`src/rtl/pos_frame_rx_if.sv`:
```
// Software-to-hardware position handshake bus: coordinate word, object index,
// 2-bit command from software and 2-bit status back from hardware.
interface pos_frame_rx_if #(
  parameter int unsigned COORD_W = 10,
  parameter int unsigned IDX_W   = 5
) ();
  logic [COORD_W-1:0] x_to_hw;
  logic [COORD_W-1:0] y_to_hw;
  logic [IDX_W-1:0]   idx_to_hw;
  logic [1:0]         to_hw_sig;
  logic [1:0]         to_sw_sig;

  // Software side drives the word and command, reads status.
  modport master (
    output x_to_hw, y_to_hw, idx_to_hw, to_hw_sig,
    input  to_sw_sig
  );

  // Hardware side samples the word and command, drives status.
  modport slave (
    input  x_to_hw, y_to_hw, idx_to_hw, to_hw_sig,
    output to_sw_sig
  );
endinterface

```
`src/rtl/pos_frame_rx.sv`:
```
// Receives per-object x/y positions from software over a 4-phase handshake,
// stages them in a shadow buffer and commits a whole frame atomically on
// end-of-frame.
module pos_frame_rx #(
  parameter int unsigned NUM_OBJ     = 17,
  parameter int unsigned COORD_W     = 10,
  parameter int unsigned IDX_W       = 5,
  parameter int unsigned TIMEOUT_CYC = 1023
) (
  input  logic                       clk,
  input  logic                       reset,
  input  logic                       run,
  pos_frame_rx_if.slave              sw,
  output logic [NUM_OBJ*COORD_W-1:0] pos_x,
  output logic [NUM_OBJ*COORD_W-1:0] pos_y,
  output logic                       frame_done,
  output logic [7:0]                 frame_cnt,
  output logic                       err_bad_idx,
  output logic                       err_timeout
);

  // Counter only needs to reach TIMEOUT_CYC; keep at least one bit when disabled.
  localparam int unsigned TO_W = (TIMEOUT_CYC > 0) ? $clog2(TIMEOUT_CYC + 1) : 1;
  localparam logic [TO_W-1:0]  TO_MAX  = TO_W'(TIMEOUT_CYC);
  localparam logic [IDX_W:0]   OBJ_LIM = (IDX_W + 1)'(NUM_OBJ);

  localparam logic [1:0] CMD_WR  = 2'd1;
  localparam logic [1:0] CMD_EOF = 2'd3;
  localparam logic [1:0] CMD_IDL = 2'd0;

  localparam logic [1:0] STS_IDLE = 2'd0;
  localparam logic [1:0] STS_ACK  = 2'd1;
  localparam logic [1:0] STS_ERR  = 2'd2;

  // Index width must be able to address every object.
  if ((2 ** IDX_W) < NUM_OBJ) begin : g_idx_w_check
    $error("pos_frame_rx: IDX_W too small for NUM_OBJ");
  end

  typedef enum logic [2:0] {
    S_HALT,
    S_IDLE,
    S_CAPTURE,
    S_ACK,
    S_COMMIT,
    S_ERROR
  } state_t;

  state_t             state;
  logic [TO_W-1:0]    ack_cnt;
  logic [NUM_OBJ-1:0] pending;
  logic [COORD_W-1:0] shadow_x [NUM_OBJ];
  logic [COORD_W-1:0] shadow_y [NUM_OBJ];
  logic               idx_ok;

  // Index range check, widened so NUM_OBJ == 2**IDX_W still compares correctly.
  assign idx_ok = ({1'b0, sw.idx_to_hw} < OBJ_LIM);

  // Handshake FSM, shadow buffer, commit datapath and status flags.
  always_ff @(posedge clk or posedge reset) begin
    if (reset) begin
      state         <= S_HALT;
      sw.to_sw_sig  <= STS_IDLE;
      ack_cnt       <= '0;
      pending       <= '0;
      pos_x         <= '0;
      pos_y         <= '0;
      frame_done    <= 1'b0;
      frame_cnt     <= '0;
      err_bad_idx   <= 1'b0;
      err_timeout   <= 1'b0;
      for (int k = 0; k < NUM_OBJ; k++) begin
        shadow_x[k] <= '0;
        shadow_y[k] <= '0;
      end
    end else begin
      frame_done <= 1'b0;
      case (state)
        S_HALT: begin
          if (run) begin
            state <= S_IDLE;
          end
        end

        S_IDLE: begin
          if (!run) begin
            state <= S_HALT;
          end else if (sw.to_hw_sig == CMD_WR) begin
            state <= S_CAPTURE;
          end else if (sw.to_hw_sig == CMD_EOF) begin
            state <= S_COMMIT;
          end
        end

        S_CAPTURE: begin
          if (idx_ok) begin
            for (int k = 0; k < NUM_OBJ; k++) begin
              if (sw.idx_to_hw == IDX_W'(k)) begin
                shadow_x[k] <= sw.x_to_hw;
                shadow_y[k] <= sw.y_to_hw;
                pending[k]  <= 1'b1;
              end
            end
            state        <= S_ACK;
            ack_cnt      <= '0;
            sw.to_sw_sig <= STS_ACK;
          end else begin
            err_bad_idx  <= 1'b1;
            state        <= S_ERROR;
            sw.to_sw_sig <= STS_ERR;
          end
        end

        S_ACK: begin
          if ((sw.to_hw_sig != CMD_WR) && (sw.to_hw_sig != CMD_EOF)) begin
            state        <= S_IDLE;
            sw.to_sw_sig <= STS_IDLE;
          end else if ((TIMEOUT_CYC != 0) && (ack_cnt == TO_MAX)) begin
            err_timeout  <= 1'b1;
            state        <= S_ERROR;
            sw.to_sw_sig <= STS_ERR;
          end else begin
            ack_cnt <= ack_cnt + 1'b1;
          end
        end

        S_COMMIT: begin
          for (int k = 0; k < NUM_OBJ; k++) begin
            if (pending[k]) begin
              pos_x[k*COORD_W +: COORD_W] <= shadow_x[k];
              pos_y[k*COORD_W +: COORD_W] <= shadow_y[k];
            end
          end
          pending      <= '0;
          frame_done   <= 1'b1;
          frame_cnt    <= frame_cnt + 8'd1;
          state        <= S_ACK;
          ack_cnt      <= '0;
          sw.to_sw_sig <= STS_ACK;
        end

        S_ERROR: begin
          pending <= '0;
          if (sw.to_hw_sig == CMD_IDL) begin
            state        <= S_IDLE;
            sw.to_sw_sig <= STS_IDLE;
          end
        end

        default: begin
          state        <= S_HALT;
          sw.to_sw_sig <= STS_IDLE;
        end
      endcase
    end
  end

endmodule

```
`src/flat_wrapper.sv`:
```
// flat-port wrapper written by rule: the top's interface ports become plain ports
module pos_frame_rx_flat 
#(
  parameter int unsigned NUM_OBJ     = 17,
  parameter int unsigned COORD_W     = 10,
  parameter int unsigned IDX_W       = 5,
  parameter int unsigned TIMEOUT_CYC = 1023
)
  (clk, reset, run, pos_x, pos_y, frame_done, frame_cnt, err_bad_idx, err_timeout, sw_x_to_hw, sw_y_to_hw, sw_idx_to_hw, sw_to_hw_sig, sw_to_sw_sig);
  pos_frame_rx_if #(.COORD_W(COORD_W), .IDX_W(IDX_W)) sw_i ();
  input  logic clk;
  input  logic reset;
  input  logic run;
  output logic [NUM_OBJ*COORD_W-1:0] pos_x;
  output logic [NUM_OBJ*COORD_W-1:0] pos_y;
  output logic frame_done;
  output logic [7:0] frame_cnt;
  output logic err_bad_idx;
  output logic err_timeout;
  input wire logic [$bits(sw_i.x_to_hw)-1:0] sw_x_to_hw;
  input wire logic [$bits(sw_i.y_to_hw)-1:0] sw_y_to_hw;
  input wire logic [$bits(sw_i.idx_to_hw)-1:0] sw_idx_to_hw;
  input wire logic [$bits(sw_i.to_hw_sig)-1:0] sw_to_hw_sig;
  output wire logic [$bits(sw_i.to_sw_sig)-1:0] sw_to_sw_sig;
  assign sw_i.x_to_hw = sw_x_to_hw;
  assign sw_i.y_to_hw = sw_y_to_hw;
  assign sw_i.idx_to_hw = sw_idx_to_hw;
  assign sw_i.to_hw_sig = sw_to_hw_sig;
  assign sw_to_sw_sig = sw_i.to_sw_sig;
  pos_frame_rx #(.NUM_OBJ(NUM_OBJ), .COORD_W(COORD_W), .IDX_W(IDX_W), .TIMEOUT_CYC(TIMEOUT_CYC)) u_core (.clk(clk), .reset(reset), .run(run), .sw(sw_i), .pos_x(pos_x), .pos_y(pos_y), .frame_done(frame_done), .frame_cnt(frame_cnt), .err_bad_idx(err_bad_idx), .err_timeout(err_timeout));
endmodule
```
`config.mk`:
```
export PLATFORM = sky130hd
export DESIGN_NAME = pos_frame_rx_flat
export DESIGN_NICKNAME = d
export VERILOG_FILES = /design/src/rtl/pos_frame_rx_if.sv /design/src/rtl/pos_frame_rx.sv /design/src/flat_wrapper.sv
export SDC_FILE = /design/constraint.sdc
export NUM_CORES = 1
export LEC_CHECK = 0
export ABC_CLOCK_PERIOD_IN_PS = 34900
export BUFFER_PORTS_ARGS = -buffer_cell sky130_fd_sc_hd__buf_4
export CORE_MARGIN = 5
export CORE_UTILIZATION = 50
export CTS_CLUSTER_SIZE = 28
export DETAILED_ROUTE_END_ITERATION = 10
export PLACE_DENSITY_LB_ADDON = 0.08
export SLEW_MARGIN = 20
export SYNTH_ARGS = -nofsm -noshare
export SYNTH_HDL_FRONTEND = slang
export SYNTH_SLANG_ARGS = --single-unit
```
`constraint.sdc`:
```
create_clock -name clk -period 34.9 [get_ports clk]
set_input_delay 6.98 -clock clk [delete_from_list [all_inputs] [get_ports clk]]
set_output_delay 6.98 -clock clk [all_outputs]
set_load 0.1 [all_outputs]
```
==> impl_metrics.ini <==
[synthesis]
yosysSeqAreaShare_pct = 66.25
syn_avg_cell_area_um2 = 16.18
synth_fp_nets = 1720
yosys_register_bits = 723
async_flop_share_pct = 100.0
synthFlopType = dfrtp_1
syn_area_um2 = 27310
synth_edf_count = 0
yosys_warnings = 0
synth_cell_types = 44
syn_inst = 1688

[clock_network]
cts-resized-gates = 0
clk_latency_ns = 0.59
htreeDepth = 3
clockRootBuffer = clkbuf_16
cts_buffer_depth = 3
cts.clk_slew.worst_paths_ns = 0.06
cts.sinks = 723
numCtsBuffers = 75
cts_hold_buffers = 0
post_cts_buffers = 0
cts_tree = done

[sta]
fin_skew_ns = 0.01170
hold_viol_final = 0
drv_slew = 0
finalSetupViolations = 0
period_needed_ns = 9.176
timing.fmax_ghz = 0.1090
fin_setup_tns_ns = 0
worst_pin_slew_ns = 1.119
finalCritPeriodShare_pct = 26.29
whs_ns = 0.4713
slew_headroom_pct = 25.38
rsz0062_at_grt = no

[final_layout]
nets = 2097
synthToLayoutAreaGrowth_pct = 22.39
n_antenna_cell = 0
fin_cells = 2817
drive_gt1_share_pct = 57.47
fillers = 4045
final_common_cell = dfrtp_1
final_cell_mix = 723 x dfrtp_1, 663 x mux2_2, 392 x buf_4

[worst_setup_path]
r2r_start = u_core.state[0]
crit_top_cell = buf_4
arrival_ns = 9.81
critical_path_peak_fanout = 74
r2r.worst_path.cells = 5
reg2reg_to = u_core.shadow_y[31]
path_delay_family = buffers and inverters
crit_buf_inv = 5
cp-end-kind = asynchronous set/reset pin
startpoint = reset
critPathMaxStageDelay_ns = 0.85
crit_chain = buf_4 -> inv_8 -> buf_4 -> buf_4 -> buf_4
cp.required_ns = 35.53
cp_slowest_cell = buf_4
r2r_setup_slack_ns = 32.04
critPathLaunchType = input port
crit_type = input port to asynchronous set/reset pin

[power_and_ir_drop]
switching_share_pct = 27.79
power_mw = 2.148
power_switching_uw = 596.8
p_int_mw = 1.551
power_frac_seq_pct = 46.3
total_leakage_power_nw = 17.79
pwr-share-clk_pct = 38.4
pwr-share-comb_pct = 15.3
power_density_nw_per_um2 = 64.25
ir_drop_mv = 0.03680

[route]
wl_per_cell_um = 24.70
dr.max_layer_used = met5
wl_met1_mm = 30.78
vias = 15530
drt_iter0_drc = 825
antenna_left = 0
drcViolationCount = 0
firstDrtPassIters = 5
dr_wl_met3_mm = 3.411
vias_per_cell = 5.512
dr_wl_met2_mm = 33.50
routed_wl_mm = 69.58

[run]
drv_cap = 0

[placed_design]
gp_congestion = 0.7585
dp_hpwl_mm = 44.97
dp.cells = 2682
port_buffers = 382

[hold_path]
hold_class = register to register
hold_end = u_core.pending[14]
min_from = u_core.pending[14]
hold_depth = 1

[floorplanning]
coreArea_um2 = 53920
die_x_um = 243.7
num_io_pins = 383
initial_utilization_pct = 50.65
rows = 85
die_area_um2 = 59390
fp.dieH_um = 243.7

[outcome]
outcome = finished clean

[global_route]
grt_pass1_vias = 16380
overflow = 0
antenna_found_initial = 9
grt.total_usage_pct = 23.32
grt_pass1_wl_mm = 105.2
grt_max_degree = 189
-- synth_stat cells, types with 3 or more instances --
cell	number	area share [%]
dfrtp_1	723	66
mux2_2	663	27
clkbuf_1	54	0.74
nand2_1	52	0.71
buf_2	40	0.73
mux2_4	19	1.0
and2_1	15	0.34
nor2_1	14	0.19
inv_1	12	0.16
o21ai_0	11	0.20
nand3_1	10	0.18
and3_1	9	0.21
a21oi_1	8	0.15
xnor2_1	5	0.16
nand2b_1	4	0.092
a21o_1	3	0.082
nand4_1	3	0.069
nor2b_1	3	0.069
nor3_1	3	0.055
nor4_1	3	0.069
o31ai_1	3	0.082
-- layer usage --
metal / global-route usage (%) / vias up
li1: - / 6700
met1: 32.47 / 8350
met2: 37.49 / 368
met3: 4.801 / 106
met4: 7.169 / 4
met5: 0 / -
-- registers in the layout (all words and copies together), names as in the netlist --
signal / flops
u_core.ack_cnt: 10
u_core.err_bad_idx: 1
u_core.err_timeout: 1
u_core.frame_cnt: 8
u_core.frame_done: 1
u_core.pending: 17
u_core.pos_x: 170
u_core.pos_y: 170
u_core.shadow_x: 170
u_core.shadow_y: 170
u_core.state: 3
u_core.sw.to_sw_sig: 2
-- power by group through the flow --
stage | logic [mW] | registers (mW) | clock network, mW
floorplan | 0.126 | 1.12 | 0
detailed placement | 0.331 | 1.01 | 0
finish | 0.329 | 0.993 | 0.825
CTS | 0.332 | 0.993 | 0.845
global route | 0.348 | 1.00 | 0.878
global placement | 0.325 | 1.00 | 0
-- per-stage QoR --
step,util (%),cell area (µm²),setup slack (ns)
2_1_floorplan,-,27310,7.638
3_3_place_gp,57.03,30750,24.39
3_5_place_dp,57.05,30760,24.31
4_1_cts,61.84,33350,24.95
5_1_grt,61.99,33420,25.19
6_report,61.99,33420,25.72
-- logic make-up after synthesis --
| family | share of synthesized area, % |
|---|---|
| buf+inv | 1.723 |
| compound gates | 0.9805 |
| fa+ha+maj | 0.09162 |
| mux | 28.38 |
| flops | 66.25 |
| simple gates | 2.346 |
| xor+xnor | 0.2245 |
-- cell type report --
cell class / count / area [µm²] / area share, %
sequential: 723 / 18090 / 54.13
multi-input combinational: 857 / 8795 / 26.31
timing repair buffer: 396 / 3029 / 9.063
clock buffer: 116 / 2349 / 7.027
tap: 696 / 870.8 / 2.605
clock inverter: 17 / 235.2 / 0.7038
inverter: 12 / 52.55 / 0.1572
-- worst max-delay path by stage --
stage | to | slack (ns) | cells after the start
after CTS | u_core.pos_x[131] | 24.95 | 5
after detailed placement | u_core.pos_x[132] | 24.31 | 5
after floorplan | u_core.ack_cnt[0] | 7.64 | 1
final | u_core.pos_y[83] | 25.72 | 5
after global routing | u_core.pos_y[83] | 25.19 | 5
after global placement | u_core.pos_x[136] | 24.39 | 5
Note: power is estimated with default switching activity, not from simulation.
